===== src/rtl/corefifo_gray_conv_pipe.sv =====
// Pipelined Gray<->binary converter for COREFIFO pointers, with a valid/ready handshake.
// In Gray-to-binary mode, a step checker flags successive Gray codes that differ in more than one bit.
module corefifo_gray_conv_pipe #(
    parameter int ADDRWIDTH = 3,
    parameter int STAGES    = 2,
    parameter int CHK_EN    = 1
) (
    input  logic                 clk,
    input  logic                 reset,
    input  logic                 in_valid,
    output logic                 in_ready,
    input  logic                 in_mode,
    input  logic [ADDRWIDTH:0]   in_data,
    output logic                 out_valid,
    input  logic                 out_ready,
    output logic [ADDRWIDTH:0]   out_data,
    output logic                 out_mode,
    output logic                 out_step_err
);
    localparam int W = ADDRWIDTH + 1;

    if (STAGES < 1 || STAGES > W) begin : g_bad_stages
        $error("corefifo_gray_conv_pipe: STAGES must be in 1..ADDRWIDTH+1");
    end

    // Bit i of the Gray-to-binary chain is resolved in this stage; the chain is spread evenly.
    function automatic int chunk_of(input int i);
        int den;
        den = (W > 1) ? (W - 1) : 1;
        return ((W - 2 - i) * STAGES) / den;
    endfunction

    // Bits above the stage's chunk are already binary, so each bit resolves in place.
    function automatic logic [W-1:0] resolve(input logic [W-1:0] d, input int k);
        logic [W-1:0] r;
        r = d;
        for (int i = W - 2; i >= 0; i--) begin
            if (chunk_of(i) == k) r[i] = r[i+1] ^ r[i];
        end
        return r;
    endfunction

    logic [W-1:0]      st_data [STAGES];
    logic [W-1:0]      nx_data [STAGES];
    logic [STAGES-1:0] st_valid;
    logic [STAGES-1:0] st_mode;
    logic [STAGES-1:0] st_err;
    logic [STAGES-1:0] ld;
    logic              step_err;

    always_comb begin
        ld[STAGES-1] = !st_valid[STAGES-1] || out_ready;
        for (int k = STAGES - 2; k >= 0; k--) begin
            ld[k] = !st_valid[k] || ld[k+1];
        end
    end

    always_comb begin
        nx_data[0] = in_mode ? (in_data ^ (in_data >> 1)) : resolve(in_data, 0);
        for (int k = 1; k < STAGES; k++) begin
            nx_data[k] = st_mode[k-1] ? st_data[k-1] : resolve(st_data[k-1], k);
        end
    end

    always_ff @(posedge clk) begin
        if (reset) begin
            st_valid <= '0;
            st_mode  <= '0;
            st_err   <= '0;
            for (int k = 0; k < STAGES; k++) st_data[k] <= '0;
        end else begin
            if (ld[0]) begin
                st_valid[0] <= in_valid;
                st_data[0]  <= nx_data[0];
                st_mode[0]  <= in_mode;
                st_err[0]   <= step_err;
            end
            for (int k = 1; k < STAGES; k++) begin
                if (ld[k]) begin
                    st_valid[k] <= st_valid[k-1];
                    st_data[k]  <= nx_data[k];
                    st_mode[k]  <= st_mode[k-1];
                    st_err[k]   <= st_err[k-1];
                end
            end
        end
    end

    if (CHK_EN != 0) begin : g_chk
        logic [W-1:0] ref_gray;
        logic         ref_ok;

        assign step_err = !in_mode && ref_ok && ($countones(in_data ^ ref_gray) > 1);

        // Binary-mode traffic leaves the reference untouched.
        always_ff @(posedge clk) begin
            if (reset) begin
                ref_gray <= '0;
                ref_ok   <= 1'b0;
            end else if (in_valid && in_ready && !in_mode) begin
                ref_gray <= in_data;
                ref_ok   <= 1'b1;
            end
        end
    end else begin : g_no_chk
        assign step_err = 1'b0;
    end

    assign in_ready     = ld[0];
    assign out_valid    = st_valid[STAGES-1];
    assign out_data     = st_data[STAGES-1];
    assign out_mode     = st_mode[STAGES-1];
    assign out_step_err = st_err[STAGES-1];
endmodule

===== config.mk =====
export PLATFORM = sky130hd
export DESIGN_NAME = corefifo_gray_conv_pipe
export DESIGN_NICKNAME = d
export VERILOG_FILES = /design/src/rtl/corefifo_gray_conv_pipe.sv
export SDC_FILE = /design/constraint.sdc
export NUM_CORES = 1
export LEC_CHECK = 0
export ABC_AREA = 1
export BUFFER_PORTS_ARGS = -buffer_cell sky130_fd_sc_hd__buf_2
export CAP_MARGIN = 20
export CORE_MARGIN = 10
export CORE_UTILIZATION = 41
export CTS_CLUSTER_DIAMETER = 30
export CTS_CLUSTER_SIZE = 24
export DETAILED_ROUTE_END_ITERATION = 8
export HOLD_SLACK_MARGIN = 0.03
export PLACE_DENSITY = 0.62
export SETUP_SLACK_MARGIN = 0.4
export SYNTH_ARGS = -nofsm -noshare
export SYNTH_HDL_FRONTEND = slang
export SYNTH_SLANG_ARGS = --single-unit

===== constraint.sdc =====
create_clock -name clk -period 2.6 [get_ports clk]
set_clock_uncertainty 0.05 [all_clocks]
set_input_delay 0.13 -clock clk [delete_from_list [all_inputs] [get_ports clk]]
set_output_delay 0.13 -clock clk [all_outputs]
set_load 0.005 [all_outputs]

==> results.cfg, run 1 <==
[route]
dr_total_vias = 679
drc_errors = 0
drt-pass1-iter-count = 4
top_layer = met4
routedWlPerCell_um = 10.5
routed-wl-met3_um = 121
drtIter0Drc = 10
wl_met1_um = 706
finalWirelength_mm = 1.59
antenna_left = 0
viasPerCell = 4.47
wl_met2_um = 747

[global_route]
grt_max_degree = 12
grtUsageTotal = 0.0815
grt_pass1_wl_mm = 2.95
grt_antenna_before_repair = 0
grt_pass1_vias = 701
grt.overflow.total = 0

[sta]
fin_crit_sh = 0.554
max_freq_mhz = 694
holdWs_ns = 0.106
finalSetupViolCount = 0
tightest_slew_ns = 0.279
max_slew_margin = 0.814
maxSlewViolCount = 0
hold_viol = 0
finalCriticalPeriod_ns = 1.44
timing.final.ws_setup_ns = 1.16
rsz0062_at_grt = false
final.setup.tns_ns = 0

[yosys]
synth-seq-area-share = 0.495
synthArstFlopShare = 0
yosysUniqueCellTypes = 19
yosysWarnings = 0
synth_common_cells = nand2_1, nor2_1, inv_1, dfxtp_1, nand3_1
synth_edf_count = 8
synth_area_leader_cell = edfxtp_1
synth-seq-cells = 19
netlist_top_cells_area = edfxtp_1, dfxtp_1, nand2_1, nor2_1, inv_1
synth_top_area_share = 0.258
syn_area_um2 = 931
syn_nets = 118
synthCells = 108
avgSynthCellArea_um2 = 8.62
synth_flop_cell = dfxtp_1

[worst_hold_path]
hold_path_depth = 3
hold_start = in_mode
min_path_type = in -> reg
hold_end = st_mode[0]

[critical_path]
startpoint_type = register
arrival_ns = 1.59
crit_type = reg -> reg
cp_cell_sequence = xnor2_1, fa_1, inv_1, nand3_1, nand2_1, nand3_1, nand2_1
required_ns = 2.75
r2r_cells = 7
critical-path-max-stage-delay_ns = 0.54
r2r_slack_ns = 1.16
critPathMaxFanout = 2
cp_top_family = adder cells
critPathSlowestCell = fa_1
critPathBufInv = 1
r2r-start = g_chk.ref_gray[0]
r2r_end = st_err[0]
worstSetupEndpointType = register

[power_and_ir_drop]
clockPowerShare = 0.253
power.switching_uw = 152
leakagePower_nw = 0.509
peakVddDrop_mv = 0.351
p_sw_frac = 0.262
powerDensity_nw_per_um2 = 557
power.share.sequential = 0.589
internal_power_uw = 429
fin_total_pwr_uw = 581
comb_power_share = 0.157

[die]
top_level_ports = 17
coreArea_um2 = 2190
die-width_um = 67.7
start_util = 0.425
die-area_um2 = 4580
rows = 17
die_h_um = 67.7

[cts]
path_clk_slew_ns = 0.11
cts_resized = 0
cts_tree = built
numCtsBuffers = 3
clk-insertion-delay-late_ns = 0.29
holdBufCountCts = 1
post_cts_buffers = 0
cts_root_buffer = clkbuf_4
clock_path_buffers = 2
htree_levels = 1
cts_num_sinks = 19

[placed_design]
place_ws_ns = 1.18
placed_cells = 147
portBuffers = 16
dp_hpwl_mm = 1.28
finalWeightedCongestion = 0.836

[cells_and_area]
areaGrowthSynthToFinish_pct = 12.0
drive_gt1_frac = 0.242
final_net_count = 135
num_antenna_cells = 0
instances_no_fill = 152

[outcome]
status = completed

[run]
maxCapViolations = 0
## flip-flops by register name (all words and copies together), names as in the netlist
register	count
g_chk.ref_gray	4
st_valid	2
st_mode	2
st_err	2
st_data	8
g_chk.ref_ok	1
## per-layer routing
metal / global-route usage / vias to the layer above
li1: - / 365
met1: 0.0840 / 295
met2: 0.140 / 15
met3: 0.0430 / 4
met4: 0.0256 / 0
met5: 0 / -
## tightest hold or removal path, cell delays in order
cell and delay (ns):
buf_2 0.15, nand2_1 0.09, o21ai_2 0.05
## power groups by stage
stage	clock, mW	combinational (mW)	sequential (mW)
after floorplan	0	0.0699	0.348
after global placement	0	0.0889	0.348
after detailed placement	0	0.0908	0.350
after CTS	0.154	0.0924	0.343
after global routing	0.170	0.105	0.345
final	0.147	0.0914	0.342
## per-stage QoR
step	util	cell area, um^2
after floorplan	-	931
after global placement	0.459	1000
after detailed placement	0.459	1000
after CTS	0.476	1040
after global routing	0.476	1040
final	0.476	1040
## cells in the final DEF, fill, tap and decap left out
master         synthesis  final
xnor2_1                3      3
o21ai_2                1      1
dlygate4sd3_1          0      1
nand2_4                2      2
clkbuf_4               0      3
nand2_1               17     17
dfxtp_1               11     11
buf_2                  0     16
o21ai_0                4      4
nand3b_1               1      1
nand2_2                1      1
edfxtp_1               8      8
nand3_1               10     10
a21oi_1                6      6
nand2_8                1      1
nor2_1                17     17
inv_2                  3      3
clkinv_2               0      1
nor2_4                 2      2
fa_1                   1      1
inv_1                 15     15
## logic make-up after synthesis
family | Yosys count | share of synthesized area
buf+inv | 23 | 0.117
xor+xnor | 3 | 0.0282
simple gates | 51 | 0.276
compound gates | 11 | 0.0632
flops | 19 | 0.495
fa+ha+maj | 1 | 0.0215
## layout make-up
class | instances | area [um^2]
fillers | 220 | 1150
clock buffers | 3 | 22.5
multi-input cells | 66 | 362
flip-flops and latches | 19 | 460
well taps | 28 | 35.0
clock inverters | 1 | 5.00
inverters | 18 | 67.6
repair buffers | 17 | 90.1
## worst max path at each step
stage	startpoint	endpoint	slack [ns]	cells past startpoint
after detailed placement	g_chk.ref_gray[0]	st_err[0]	1.18	7
final	g_chk.ref_gray[0]	st_err[0]	1.16	7
after global routing	g_chk.ref_gray[0]	st_err[0]	1.04	7
after CTS	g_chk.ref_gray[0]	st_err[0]	1.16	7
after global placement	g_chk.ref_gray[0]	st_err[0]	1.21	7
after floorplan	g_chk.ref_gray[0]	st_err[0]	1.23	7
Note: power is estimated with default switching activity, not from simulation.
==> run 2, diff against run 1 <==
Settings changed: ABC_AREA 1 to 0, PLACE_DENSITY 0.62 to 0.64.
Clock period 2.6 ns to 1.32 ns, I/O delays scaled along.
==> results.cfg, run 2 <==
[power_and_ir_drop]
clockPowerShare = 0.252
leakagePower_nw = 0.561
power.share.sequential = 0.578
power.switching_uw = 286
p_sw_frac = 0.245
comb_power_share = 0.170
internal_power_uw = 880
peakVddDrop_mv = 0.538
powerDensity_nw_per_um2 = 960

[sta]
maxSlewViolCount = 0
timing.final.ws_setup_ns = -0.230
max_freq_mhz = 645
tightest_slew_ns = 0.321
finalCriticalPeriod_ns = 1.55
fin_crit_sh = 1.17
hold_viol = 0
max_slew_margin = 0.786
rsz0062_at_grt = true
finalSetupViolCount = 1

[die]
rows = 17
top_level_ports = 17
die-area_um2 = 4520
start_util = 0.422
coreArea_um2 = 2170
die-width_um = 67.3
die_h_um = 67.3

[route]
viasPerCell = 4.62
finalWirelength_mm = 1.68
drc_errors = 0
antenna_left = 0
dr_total_vias = 619
routedWlPerCell_um = 12.6
drtIter0Drc = 10
drt-pass1-iter-count = 4

[placed_design]
finalWeightedCongestion = 0.676
dp_hpwl_mm = 1.20
placed_cells = 122
place_ws_ns = -0.269
portBuffers = 16

[critical_path]
required_ns = 1.49
critPathMaxFanout = 2
worstSetupEndpointType = register
r2r-start = g_chk.ref_gray[0]
crit_type = reg -> reg
startpoint_type = register
r2r_slack_ns = -0.23
r2r_end = st_err[0]
arrival_ns = 1.72
r2r_cells = 5

[outcome]
status = finished, violations left
violations = negative setup slack

[global_route]
grt_antenna_before_repair = 0
grt_max_degree = 20
grt.overflow.total = 0
grt_pass1_vias = 637
grt_pass1_wl_mm = 2.82
grtUsageTotal = 0.0822

[yosys]
synth_area_leader_cell = edfxtp_1
syn_area_um2 = 916
yosysWarnings = 0
synthCells = 81
synth-seq-cells = 19
synth_common_cells = dfxtp_1, nand2b_1, edfxtp_1, nor2_1, mux2i_1
avgSynthCellArea_um2 = 11.3
netlist_top_cells_area = edfxtp_1, dfxtp_1, mux2i_1, nand2b_1, xnor2_1
yosysUniqueCellTypes = 24
synth_flop_cell = dfxtp_1
synth_edf_count = 8
synth-seq-area-share = 0.503
synth_top_area_share = 0.262
syn_nets = 91
synthArstFlopShare = 0
post-synth-top-count-cell = dfxtp_1

[cts]
clock_path_buffers = 2
path_clk_slew_ns = 0.10
cts_num_sinks = 19
htree_levels = 1
numCtsBuffers = 3
cts_tree = built
clk-insertion-delay-late_ns = 0.29
cts_root_buffer = clkbuf_4

[cells_and_area]
regMostFlops = st_data
final_net_count = 117
top_regs = st_data x8, g_chk.ref_gray x4
num_antenna_cells = 0
nFillCells = 199
largest_register_ffs = 8
areaGrowthSynthToFinish_pct = 32.5
final_cell_mix = buf_2, nand2b_1, edfxtp_1
final_common_cell = buf_2
drive_gt1_frac = 0.462
instances_no_fill = 134

[worst_hold_path]
hold_end = st_valid[1]
hold_start = out_ready
hold_path_depth = 3
min_path_type = in -> reg

[run]
maxCapViolations = 0
-- run 2: changes by cell type after synthesis, sizes merged, moves of 4 or more --
cell and delta:
nand3 -10, nand2b +9, mux2i +7, nor2 -11, nand2 -20, and2 +4, o21ai -5, inv -16
-- run 2: worst max-delay path by stage --
stage,startpoint,end,depth (start not counted)
2_1_floorplan,g_chk.ref_gray[0],st_err[0],5
3_3_place_gp,g_chk.ref_gray[0],st_err[0],5
3_5_place_dp,g_chk.ref_gray[0],st_err[0],5
4_1_cts,g_chk.ref_gray[0],st_err[0],5
5_1_grt,g_chk.ref_gray[0],st_err[0],5
6_report,g_chk.ref_gray[0],st_err[0],5
-- run 2: power groups by stage --
| stage | clock network, mW | registers (mW) | logic (mW) |
|---|---|---|---|
| 3_5_place_dp | 0 | 0.686 | 0.160 |
| 4_1_cts | 0.305 | 0.674 | 0.186 |
| 5_1_grt | 0.339 | 0.679 | 0.218 |
| 3_3_place_gp | 0 | 0.683 | 0.157 |
| 6_report | 0.294 | 0.673 | 0.199 |
| 2_1_floorplan | 0 | 0.682 | 0.116 |
-- run 2: critical path: stages, from the launching register on --
cell	delay, ns
dfxtp_2	0.35
xnor2_2	0.13
fa_1	0.49
nor3b_2	0.19
a21oi_1	0.09
a211oi_1	0.18
-- run 2: area by class of cell --
cell class | instances | area [um^2] | share of cell area
multi-input combinational | 54 | 475 | 0.392
inverter | 2 | 7.51 | 0.00619
sequential | 19 | 469 | 0.387
tap | 28 | 35.0 | 0.0289
timing repair buffer | 27 | 199 | 0.164
clock buffer | 3 | 22.5 | 0.0186
clock inverter | 1 | 5.00 | 0.00412
-- run 2: routing by layer --
metal  routed length [um]  vias up  GRT usage  share of wire
li1                     -      311          -              -
met3                   80        2     0.0248          0.048
met1                  727      295     0.0901           0.43
met5                    0        -          0              0
met4                   14        0     0.0590         0.0083
met2                  860       11      0.133           0.51
-- run 2: per-stage QoR --
stage / hold WS [ns] / util / area [um^2] / power, mW / TNS, ns
CTS: 0.0407 / 0.534 / 1160 / 1.16 / -0.215
global placement: 0.299 / 0.479 / 1040 / 0.840 / -0.175
floorplan: 0.163 / - / 940 / 0.798 / -0.151
finish: 0.0521 / 0.559 / 1210 / 1.17 / -0.230
global route: 0.0513 / 0.559 / 1210 / 1.24 / -0.312
detailed placement: 0.301 / 0.479 / 1040 / 0.846 / -0.269
-- run 2: cell families after synthesis --
family | synth area share
adders and majority gates | 0.0219
AOI/OAI and AO/OA | 0.0355
and+or+nand+nor | 0.227
xor gates and xnor gates | 0.0861
DFF | 0.503
buffers and inverters | 0.0505
muxes | 0.0765
-- run 2: repair_timing --
item,CTS,global route
setup endpoints to repair,28,31
cloned,0,0
hold endpoints to repair,2,0
resized for setup,11,9
buffers inserted,3,3
hold buffers,2,0
pin swaps,6,4
==> run 3, diff against run 2 <==
Settings changed: CTS_CLUSTER_SIZE 24 to 14, PLACE_DENSITY 0.64 to 0.62.
Clock period 1.32 ns to 2.01 ns, I/O delays scaled along.
==> results.cfg, run 3 (synthesized netlist as in run 2, its figures left out) <==
[outcome]
status = completed

[global_route]
grt_pass1_vias = 574
grt_max_degree = 20
grt_antenna_before_repair = 0
grt_pass1_wl_mm = 2.36
grtUsageTotal = 0.0667
grt.overflow.total = 0

[cts]
path_clk_slew_ns = 0.10
numCtsBuffers = 3
clock_path_buffers = 2
cts_root_buffer = clkbuf_4
htree_levels = 1
cts_tree = built
cts_num_sinks = 19
clk-insertion-delay-late_ns = 0.29

[power_and_ir_drop]
peakVddDrop_mv = 0.365
leakagePower_nw = 0.476
powerDensity_nw_per_um2 = 690

[sta]
timing.final.ws_setup_ns = 0.488
tightest_slew_ns = 0.352
maxSlewViolCount = 0
final.setup.tns_ns = 0
hold_viol = 0
max_freq_mhz = 657
rsz0062_at_grt = true
finalCriticalPeriod_ns = 1.52
finalSetupViolCount = 0
max_slew_margin = 0.765
fin_crit_sh = 0.757

[die]
start_util = 0.422
coreArea_um2 = 2170
top_level_ports = 17
die_h_um = 67.3
die-width_um = 67.3
die-area_um2 = 4520
rows = 17

[cells_and_area]
areaGrowthSynthToFinish_pct = 15.6
final_common_cell = buf_2
num_antenna_cells = 0
nFillCells = 220
top_regs = st_data x8, g_chk.ref_gray x4
final_net_count = 107
drive_gt1_frac = 0.302
largest_register_ffs = 8
final_cell_mix = buf_2, nand2b_1, dfxtp_1
regMostFlops = st_data

[critical_path]
crit_type = reg -> reg
critical-path-max-stage-delay_ns = 0.49
cp_cell_sequence = xnor2_2, fa_1, nor3b_2, a21oi_1, a211oi_1
cp_top_family = adder cells
arrival_ns = 1.68
required_ns = 2.17
critPathMaxFanout = 2
worstSetupEndpointType = register
critPathSlowestCell = fa_1
startpoint_type = register
critPathBufInv = 0
r2r_slack_ns = 0.49

[route]
dr_total_vias = 565
finalWirelength_mm = 1.44
drt-pass1-iter-count = 3
drc_errors = 0
drtIter0Drc = 7
routedWlPerCell_um = 11.6
viasPerCell = 4.56
antenna_left = 0

[worst_hold_path]
min_path_type = in -> reg

[run]
maxCapViolations = 0

[placed_design]
place_ws_ns = 0.416
dp_hpwl_mm = 1.11
finalWeightedCongestion = 0.705
portBuffers = 16
run 3: where the power goes:
part / total [mW] / switching [mW] / internal (mW)
combinational: 0.103 / 0.0481 / 0.0553
sequential: 0.441 / 0.0120 / 0.428
clock: 0.187 / 0.110 / 0.0770
total: 0.730 / 0.170 / 0.561
run 3: what timing repair did:
item                                   CTS  global route
hold buffers                             1             0
endpoints found under the hold margin    1             0
setup buffers                            0             0
pin swaps                                0             4
setup endpoints to repair                1             1
resized for setup                        1             5
run 3: final timing paths:
path	cells after the start	to	from
min reg2reg	2	st_valid[1]	st_valid[0]
max reg2reg	5	st_err[0]	g_chk.ref_gray[3]
max	5	st_err[0]	g_chk.ref_gray[3]
min	3	g_chk.ref_gray[2]	in_data[2]
run 3: cell type report:
cell class                      instances  area (um^2)  share of cell area
Multi-Input combinational cell         54          437               0.413
Timing Repair Buffer                   17         90.1              0.0851
Inverter                                2         7.51             0.00709
Sequential cell                        19          463               0.437
Clock buffer                            4         26.3              0.0248
Tap cell                               28         35.0              0.0331
run 3: metrics by stage:
step / std cells / total power, mW / cell area (um^2) / util / hold slack [ns]
after CTS: 124 / 0.737 / 1040 / 0.478 / 0.0537
after floorplan: 81 / 0.520 / 916 / - / 0.198
after global placement: 119 / 0.543 / 992 / 0.457 / 0.339
final: 124 / 0.730 / 1060 / 0.488 / 0.0572
after global routing: 124 / 0.777 / 1060 / 0.488 / 0.0514
after detailed placement: 119 / 0.545 / 992 / 0.457 / 0.337
run 3: layer usage:
metal / vias up / global-route usage / part of all wire
met5: - / 0 / 0
met4: 0 / 0.0308 / 0.0091
met3: 2 / 0.0264 / 0.077
met2: 15 / 0.115 / 0.51
met1: 253 / 0.0701 / 0.40
li1: 295 / - / -
run 3: worst register-to-register path, delay by kind of cell, from the launching register on:
| kind | cells | cell delay, ns |
|---|---|---|
| flops | 1 | 0.35 |
| simple gates | 1 | 0.16 |
| xor+xnor | 1 | 0.13 |
| compound gates | 2 | 0.27 |
| fa+ha+maj | 1 | 0.49 |
